==> src/rtl/branch_resolve_ctrl.sv <==
// Branch resolution controller: compares EX outcome with the fetch-time prediction,
// issues redirect/flush on mispredict, queues BTB updates and keeps saturating stats.
module branch_resolve_ctrl #(
  parameter int unsigned PCW          = 5,
  parameter int unsigned FLUSH_CYCLES = 2,
  parameter int unsigned UQ_DEPTH     = 4,
  parameter int unsigned CNTW         = 16
) (
  input  logic            clk,
  input  logic            rst,
  input  logic            EX_valid,
  input  logic            EX_brn,
  input  logic [PCW-1:0]  EX_pc,
  input  logic [PCW-1:0]  EX_alu_out,
  input  logic            EX_true_taken,
  input  logic            EX_pred_taken,
  input  logic [PCW-1:0]  EX_pred_target,
  output logic            redirect_valid,
  output logic [PCW-1:0]  redirect_pc,
  output logic            flush,
  output logic            upd_valid,
  output logic [PCW-1:0]  upd_pc,
  output logic [PCW-1:0]  upd_target,
  output logic            upd_taken,
  input  logic            upd_ready,
  output logic            upd_drop,
  input  logic            cnt_clr,
  output logic [CNTW-1:0] br_cnt,
  output logic [CNTW-1:0] mis_cnt
);

  localparam int unsigned AW = $clog2(UQ_DEPTH);

  typedef enum logic {RUN, FLUSH} state_t;

  state_t          r_state, w_state_nxt;
  logic [2:0]      r_fcnt, w_fcnt_nxt;

  logic            w_run;
  logic            w_resolve;
  logic            w_mispredict;
  logic [PCW-1:0]  w_correct_pc;

  logic            r_redirect_valid;
  logic [PCW-1:0]  r_redirect_pc;
  logic            r_drop;

  logic [PCW-1:0]  r_q_pc  [UQ_DEPTH];
  logic [PCW-1:0]  r_q_tgt [UQ_DEPTH];
  logic            r_q_tkn [UQ_DEPTH];
  logic [AW-1:0]   r_wptr, r_rptr;
  logic [AW:0]     r_count;
  logic            w_full, w_empty, w_push, w_pop, w_write;

  logic [CNTW-1:0] r_br_cnt, r_mis_cnt;

  // FSM: state register
  always_ff @(posedge clk or negedge rst) begin
    if (!rst) begin
      r_state <= RUN;
      r_fcnt  <= '0;
    end else begin
      r_state <= w_state_nxt;
      r_fcnt  <= w_fcnt_nxt;
    end
  end

  // FSM: next state
  always_comb begin
    w_state_nxt = r_state;
    w_fcnt_nxt  = r_fcnt;
    case (r_state)
      RUN: begin
        if (w_mispredict) begin
          w_state_nxt = FLUSH;
          w_fcnt_nxt  = 3'(FLUSH_CYCLES - 1);
        end
      end
      FLUSH: begin
        if (r_fcnt == '0) begin
          w_state_nxt = RUN;
        end else begin
          w_fcnt_nxt = r_fcnt - 3'd1;
        end
      end
      default: w_state_nxt = RUN;
    endcase
  end

  // FSM: outputs
  always_comb begin
    w_run = (r_state == RUN);
    flush = (r_state == FLUSH);
  end

  assign w_resolve    = w_run & EX_valid & EX_brn;
  assign w_mispredict = w_resolve &
                        ((EX_true_taken != EX_pred_taken) |
                         (EX_true_taken & EX_pred_taken & (EX_alu_out != EX_pred_target)));
  assign w_correct_pc = EX_true_taken ? EX_alu_out : (EX_pc + PCW'(1));

  always_ff @(posedge clk or negedge rst) begin
    if (!rst) begin
      r_redirect_valid <= 1'b0;
      r_redirect_pc    <= '0;
    end else begin
      r_redirect_valid <= w_mispredict;
      if (w_mispredict) r_redirect_pc <= w_correct_pc;
    end
  end

  assign redirect_valid = r_redirect_valid;
  assign redirect_pc    = r_redirect_pc;

  assign w_empty = (r_count == '0);
  assign w_full  = (r_count == (AW+1)'(UQ_DEPTH));
  assign w_push  = w_resolve;
  assign w_pop   = ~w_empty & upd_ready;
  // A push into a full queue still lands when the head is popped in the same cycle.
  assign w_write = w_push & (~w_full | w_pop);

  always_ff @(posedge clk) begin
    if (w_write) begin
      r_q_pc[r_wptr]  <= EX_pc;
      r_q_tgt[r_wptr] <= EX_alu_out;
      r_q_tkn[r_wptr] <= EX_true_taken;
    end
  end

  always_ff @(posedge clk or negedge rst) begin
    if (!rst) begin
      r_wptr  <= '0;
      r_rptr  <= '0;
      r_count <= '0;
      r_drop  <= 1'b0;
    end else begin
      r_drop <= w_push & w_full & ~w_pop;
      if (w_write) r_wptr <= r_wptr + AW'(1);
      if (w_pop)   r_rptr <= r_rptr + AW'(1);
      if (w_write & ~w_pop)      r_count <= r_count + (AW+1)'(1);
      else if (~w_write & w_pop) r_count <= r_count - (AW+1)'(1);
    end
  end

  // Head fields are zeroed while empty so stale storage never leaks out.
  assign upd_valid  = ~w_empty;
  assign upd_pc     = w_empty ? '0   : r_q_pc[r_rptr];
  assign upd_target = w_empty ? '0   : r_q_tgt[r_rptr];
  assign upd_taken  = w_empty ? 1'b0 : r_q_tkn[r_rptr];
  assign upd_drop   = r_drop;

  always_ff @(posedge clk or negedge rst) begin
    if (!rst) begin
      r_br_cnt  <= '0;
      r_mis_cnt <= '0;
    end else if (cnt_clr) begin
      r_br_cnt  <= '0;
      r_mis_cnt <= '0;
    end else begin
      if (w_resolve && r_br_cnt != '1)     r_br_cnt  <= r_br_cnt + CNTW'(1);
      if (w_mispredict && r_mis_cnt != '1) r_mis_cnt <= r_mis_cnt + CNTW'(1);
    end
  end

  assign br_cnt  = r_br_cnt;
  assign mis_cnt = r_mis_cnt;

endmodule

==> config.mk <==
export PLATFORM = sky130hd
export DESIGN_NAME = branch_resolve_ctrl
export DESIGN_NICKNAME = d
export VERILOG_FILES = /design/src/rtl/branch_resolve_ctrl.sv
export SDC_FILE = /design/constraint.sdc
export NUM_CORES = 1
export LEC_CHECK = 0
export CAP_MARGIN = 20
export CORE_MARGIN = 2
export CORE_UTILIZATION = 40
export CTS_BUF_LIST = sky130_fd_sc_hd__clkbuf_16
export DETAILED_ROUTE_END_ITERATION = 8
export HOLD_SLACK_MARGIN = 0.15
export PLACE_DENSITY = 0.62
export SYNTH_ARGS = -nofsm -noshare
export SYNTH_HDL_FRONTEND = slang
export SYNTH_SLANG_ARGS = --single-unit
==> constraint.sdc <==
create_clock -name clk -period 2.2 [get_ports clk]
set_clock_uncertainty 0.05 [all_clocks]
set_input_delay 0.44 -clock clk [delete_from_list [all_inputs] [get_ports clk]]
set_output_delay 0.44 -clock clk [all_outputs]
set_load 0.01 [all_outputs]
**After elaboration in Yosys (flattened, before gate mapping)**

Memories as Yosys holds them, arrays and structs flattened.
Index checks and enable logic that the tools add are counted.

- Latch bits: 0
- Logic and storage cells: 72
- Memories: 3
- Memory bits (writable): 44
- ROM bits: 0
- Register bits after elaboration: 50
- Input bits: 23

- Eq/ne operators: 7
- Reductions and logical operators: 8
- Add/sub/neg operators: 8
- Multiply operators: 0
- Divide/modulo/power cells: 0
- Magnitude comparators: 0
- Bitwise operators: 18
- Multiplexer cells: 18
- Shift operators: 0

Memory list:

| name | depth | bits a word | read ports | clocked after Yosys merged registers in | write ports | line | RTL |
|---|---|---|---|---|---|---|---|
| r_q_pc | 4 | 5 | 1 | 0 | 1 | 48 | `logic [PCW-1:0] r_q_pc [UQ_DEPTH];` |
| r_q_tgt | 4 | 5 | 1 | 0 | 1 | 49 | `logic [PCW-1:0] r_q_tgt [UQ_DEPTH];` |
| r_q_tkn | 4 | 1 | 1 | 0 | 1 | 50 | `logic r_q_tkn [UQ_DEPTH];` |

Operator list:

| cell | count |
|---|---|
| $mux 16 | 4 |
| $add 16x1->16 const B | 2 |
| $ne 16x16->1 const B | 2 |
| $mux 5 | 3 |
| $mux 3 | 4 |
| $and 1x1->1 | 11 |
| $logic_not 3->1 | 2 |
| $pmux 3 s2 | 1 |
| $reduce_bool 2->1 | 3 |
| $sub 3x1->3 const B | 2 |
| $add 5x1->5 const B | 1 |
| $mux 1 | 5 |
| $ne 5x5->1 | 1 |
| $not 1->1 | 5 |
| $add 2x1->2 const B | 2 |
| $add 3x1->3 const B | 1 |
| $eq 3x3->1 const B | 1 |
| $logic_and 1x1->1 | 2 |
| $ne 2x1->1 const B | 1 |
| $ne 2x2->1 const B | 1 |
| $or 1x1->1 | 2 |
| $pmux 1 s2 | 1 |
| $reduce_and 2->1 | 1 |
| $ne 1x1->1 | 1 |

**Longest topological paths before layout**

- Depth after elaboration: 9
- Depth in mapped cells: 9

**Least setup slack after synthesis**

OpenSTA, ideal clock, no wires.

- Path kind: register -> register
- From: register r_state (netlist: flush)
- To: register r_count[2]
- Required time: 2071 ps
- Cell stages (with the launch flop): 10
- Data arrival time: 2085 ps
- Slack: -14 ps
- Buffers on the path: 1
- Setup time: 79 ps
- Cell sequence: dfrtp_1 and3b_2 nor2b_1 clkbuf_1 ha_1 inv_1 fa_1 xor2_1 nor2_1 xor2_1

- Longest elaborated chain between the ends: 7

RTL lines:

| element | line | RTL |
|---|---|---|
| start, declared | 36 | `state_t r_state, w_state_nxt;` |
| start signal, assigned | 63 | `r_state <= w_state_nxt;` |
| $not 1->1 (*) | -- |  |
| $and 1x1->1 (*) (2 in a row) | 96 | `assign w_resolve = w_run & EX_valid & EX_brn;` |
| $and 1x1->1 (*) | 120 | `assign w_write = w_push & (~w_full \| w_pop);` |
| via w_write | 53 | `logic w_full, w_empty, w_push, w_pop, w_write;` |
| $not 1->1 | 141 | `else if (~w_write & w_pop) r_count <= r_count - (AW+1)'(1);` |
| $and 1x1->1 | 141 |  |
| $reduce_bool 2->1 (no source line) | -- |  |
| end signal, assigned | 140 | `if (w_write & ~w_pop) r_count <= r_count + (AW+1)'(1);` |
| end signal, assigned | 141 |  |
| end, declared | 52 | `logic [AW:0] r_count;` |

The timed path passes the listed nets; every way through them passes the cells marked *.
A chain may end at the register's enable or synchronous reset.

**Final worst setup path**

- From: register r_rptr[0]
- To: output port upd_pc[4]

- Longest elaborated chain between the ends: 2

RTL lines:

| element | line | RTL |
|---|---|---|
| start, declared | 51 | `logic [AW-1:0] r_wptr, r_rptr;` |
| start signal, assigned | 139 | `if (w_pop) r_rptr <= r_rptr + AW'(1);` |
| $mem_v2 4x5 | -- |  |
| $mux 5 | 147 | `assign upd_pc = w_empty ? '0 : r_q_pc[r_rptr];` |
| end, declared | 22 | `output logic [PCW-1:0] upd_pc,` |

No other way between the ends.

==> reports/qor.yml <==
status: "finished clean"
power.net_switching_uw: 1590
dp.cells: 586
synth_cell_types: 50
top_usage_layer: "met2"
rsz0062_at_grt: "true"
post-place-ws_ns: -0.342
first_iter_violations: 86
fp.dieArea_um2: 12000
finalHoldViolCount: 0
use_met1_pct: 24.2
max_cap_violations: 0
drc: 0
wl_um: 9480
powerDensity_nw_per_um2: 936
floorplan.initialDensity_pct: 41.0
root_buffer: "clkbuf_16"
seqPwrFrac_pct: 39.1
grt_usage_pct: 17.3
grt_first_pass_wirelength_um: 15600
finalMaxSlewViolations: 0
grt_pass1_vias: 3087
slew_headroom_pct: 62.6
use_met3_pct: 2.79
intPower_uw: 4060
syn_to_final_growth_pct: 35.7
synth-seq-cells: 94
use_met2_pct: 27.2
dr.pass1.iters: 4
cts_max_level: 3
critical_path_class: "register to output pin"
fin_crit_sh_pct: 98.6
setup_viol: 0
stdcell_count: 608
drt.antenna.violating_nets: 0
hp-class: "register to register"
final_common_cell: "clkdlybuf4s50_1"
grt_overflow: 0
finalPower_uw: 5650
final_cell_mix: "clkdlybuf4s50_1 (60), dfrtp_1 (49), edfxtp_1 (44)"
clkPwrFrac_pct: 24.9
nNetsFinal: 498
postSynthAreaPerCell_um2: 12.7
synth_nets: 386
cts.clk_slew.worst_paths_ns: 0.07
vias: 3115
coreArea_um2: 10800
setup_ws_ns: 0.0301
die_h_um: 109
via_per_inst: 5.12
grt_max_degree: 28
synth_cells: 351
seq_area_frac_synth_pct: 57.9
port_buffers: 74
setup_tns_ns: 0
p_sw_share_pct: 28.1
std_cell_rows: 38
critPathCaptureType: "output pin"
antenna_found_initial: 0
dp_hpwl_um: 6650
max_freq_mhz: 461
io_pins: 75
crit_required_ns: 1.71
arrival_ns: 1.68
startpoint_type: "register"
combinationalPowerShare_pct: 36.1
wl_per_cell_um: 15.6
place.gp.congestion: 0.799
die_x_um: 109
post_route_cells_drive_above_1_share_pct: 23.3
antenna_cells: 0
max_slew.worst_pin.slew_ns: 0.561
path_cells: "clkbuf_16, mux4_2, and2_4, buf_6"
cpPeakStageDelay_ns: 0.49
period_needed_ns: 2.17
crit_path_max_fanout: 6
synth_area_um2: 4450
vdd_drop_max_uv: 474
power.leakage_uw: 0.00235
cts_buffers: 9
cts_tree: "yes"
clockBufferDepth: 2
yosys_warnings: 0
clkSinkCount: 94
clk_latency_ns: 0.34
slowest_stage: "mux4_2"
per-stage QoR:
step / util, % / area [um^2] / hold slack (ns)
6_report: 55.6 / 6030 / 0.433
5_1_grt: 55.6 / 6030 / 0.459
4_1_cts: 55.1 / 5970 / 0.439
3_5_place_dp: 52.1 / 5650 / 0.425
3_3_place_gp: 52.1 / 5650 / 0.416
2_1_floorplan: - / 4450 / 0.0944
cells in the mapped netlist, drive strengths merged:
cell type,n,area (um^2)
a21oi,21,105
xnor2,12,105
nor4b,1,8.76
and2,19,119
o31ai,4,30.0
nand2b,1,6.26
and3b,1,10.0
or3b,1,8.76
nand4,10,62.6
a311oi,1,8.76
nor2,25,96.4
buf,10,66.3
mux4,11,248
nand3,13,70.1
o221ai,1,26.3
clkbuf,6,23.8
o41ai,1,8.76
nor4,2,27.5
or3,12,80.1
nor2b,3,18.8
or2,1,8.76
and4,3,26.3
ha,11,138
inv,9,33.8
edfxtp,44,1320
mux2i,2,20.0
nand2,14,55.1
nor3,3,20.0
fa,1,20.0
o21ai,21,113
and3,7,43.8
o2111ai,3,26.3
dfrtp,50,1250
mux2,4,48.8
or4,4,30.0
o211ai,3,22.5
nor3b,1,7.51
xor2,15,131
cells by family (layout without fill, tap and decap cells):
logic type               after synthesis  count (layout)  share of synthesized area [%]
buffers and inverters                 25             142                           2.79
multiplexers                          17              17                           7.12
flip-flops                            94              94                           57.9
XOR/XNOR                              27              27                           5.32
AO/OA/AOI/OAI                         55              55                           7.65
AND/OR/NAND/NOR                      121             121                           15.7
adder cells (fa/ha/maj)               12              12                           3.55
area by class of cell:
| cell class | count | area (um^2) |
|---|---|---|
| tap | 140 | 175 |
| clock inverter | 7 | 42.5 |
| fill | 951 | 4810 |
| clock buffer | 9 | 225 |
| timing repair buffer | 117 | 1180 |
| multi-input combinational | 232 | 1800 |
| inverter | 9 | 33.8 |
| sequential | 94 | 2570 |
repair_timing:
action,CTS,global route
endpoints found under the setup margin,12,22
hold endpoints to repair,23,0
gates resized for setup,58,15
cloned,1,0
hold buffers,1,0
buffers inserted,4,0
pin swaps,11,0
state kept, by name, indices dropped and copies added, names as in the netlist:
register / flops
br_cnt: 16
flush: 1
mis_cnt: 16
r_count: 3
r_fcnt: 3
r_q_pc: 20
r_q_tgt: 20
r_q_tkn: 4
r_rptr: 2
r_wptr: 2
redirect_pc: 5
redirect_valid: 1
upd_drop: 1
per-layer routing:
layer  part of all wire (%)  routed length (um)
met1                     47                4490
met2                     47                4480
met3                    3.8                 359
met4                    1.5                 143
met5                      0                   0
worst max-delay path: cells and delay by family (launching register included):
kind | cells | cell delay, ns
buf+inv | 2 | 0.28
flops | 1 | 0.42
mux | 1 | 0.49
simple gates | 1 | 0.15
path summary, 6_finish.rpt:
| check | startpoint | endpoint | slack (ns) | cells past startpoint |
|---|---|---|---|---|
| setup / recovery | r_rptr[0] | upd_pc[4] | 0.03 | 4 |
| hold / removal | redirect_pc[3] | redirect_pc[3] | 0.43 | 2 |
| setup reg to reg | r_count[2] | r_count[2] | 0.11 | 8 |
| hold reg to reg | redirect_pc[3] | redirect_pc[3] | 0.43 | 2 |
| max in group asynchronous | rst | redirect_pc[0] | 0.98 | 3 |
| min in group asynchronous | rst | mis_cnt[1] | 0.57 | 2 |
power by group through the flow:
| stage | Clock, uW | Sequential [uW] | Combinational (uW) |
|---|---|---|---|
| floorplan | 0 | 2250 | 889 |
| global placement | 0 | 2220 | 1800 |
| detailed placement | 0 | 2230 | 1830 |
| CTS | 1440 | 2210 | 1940 |
| global route | 1510 | 2230 | 2230 |
| finish | 1400 | 2210 | 2040 |
Note: power is estimated with default switching activity, not from simulation.
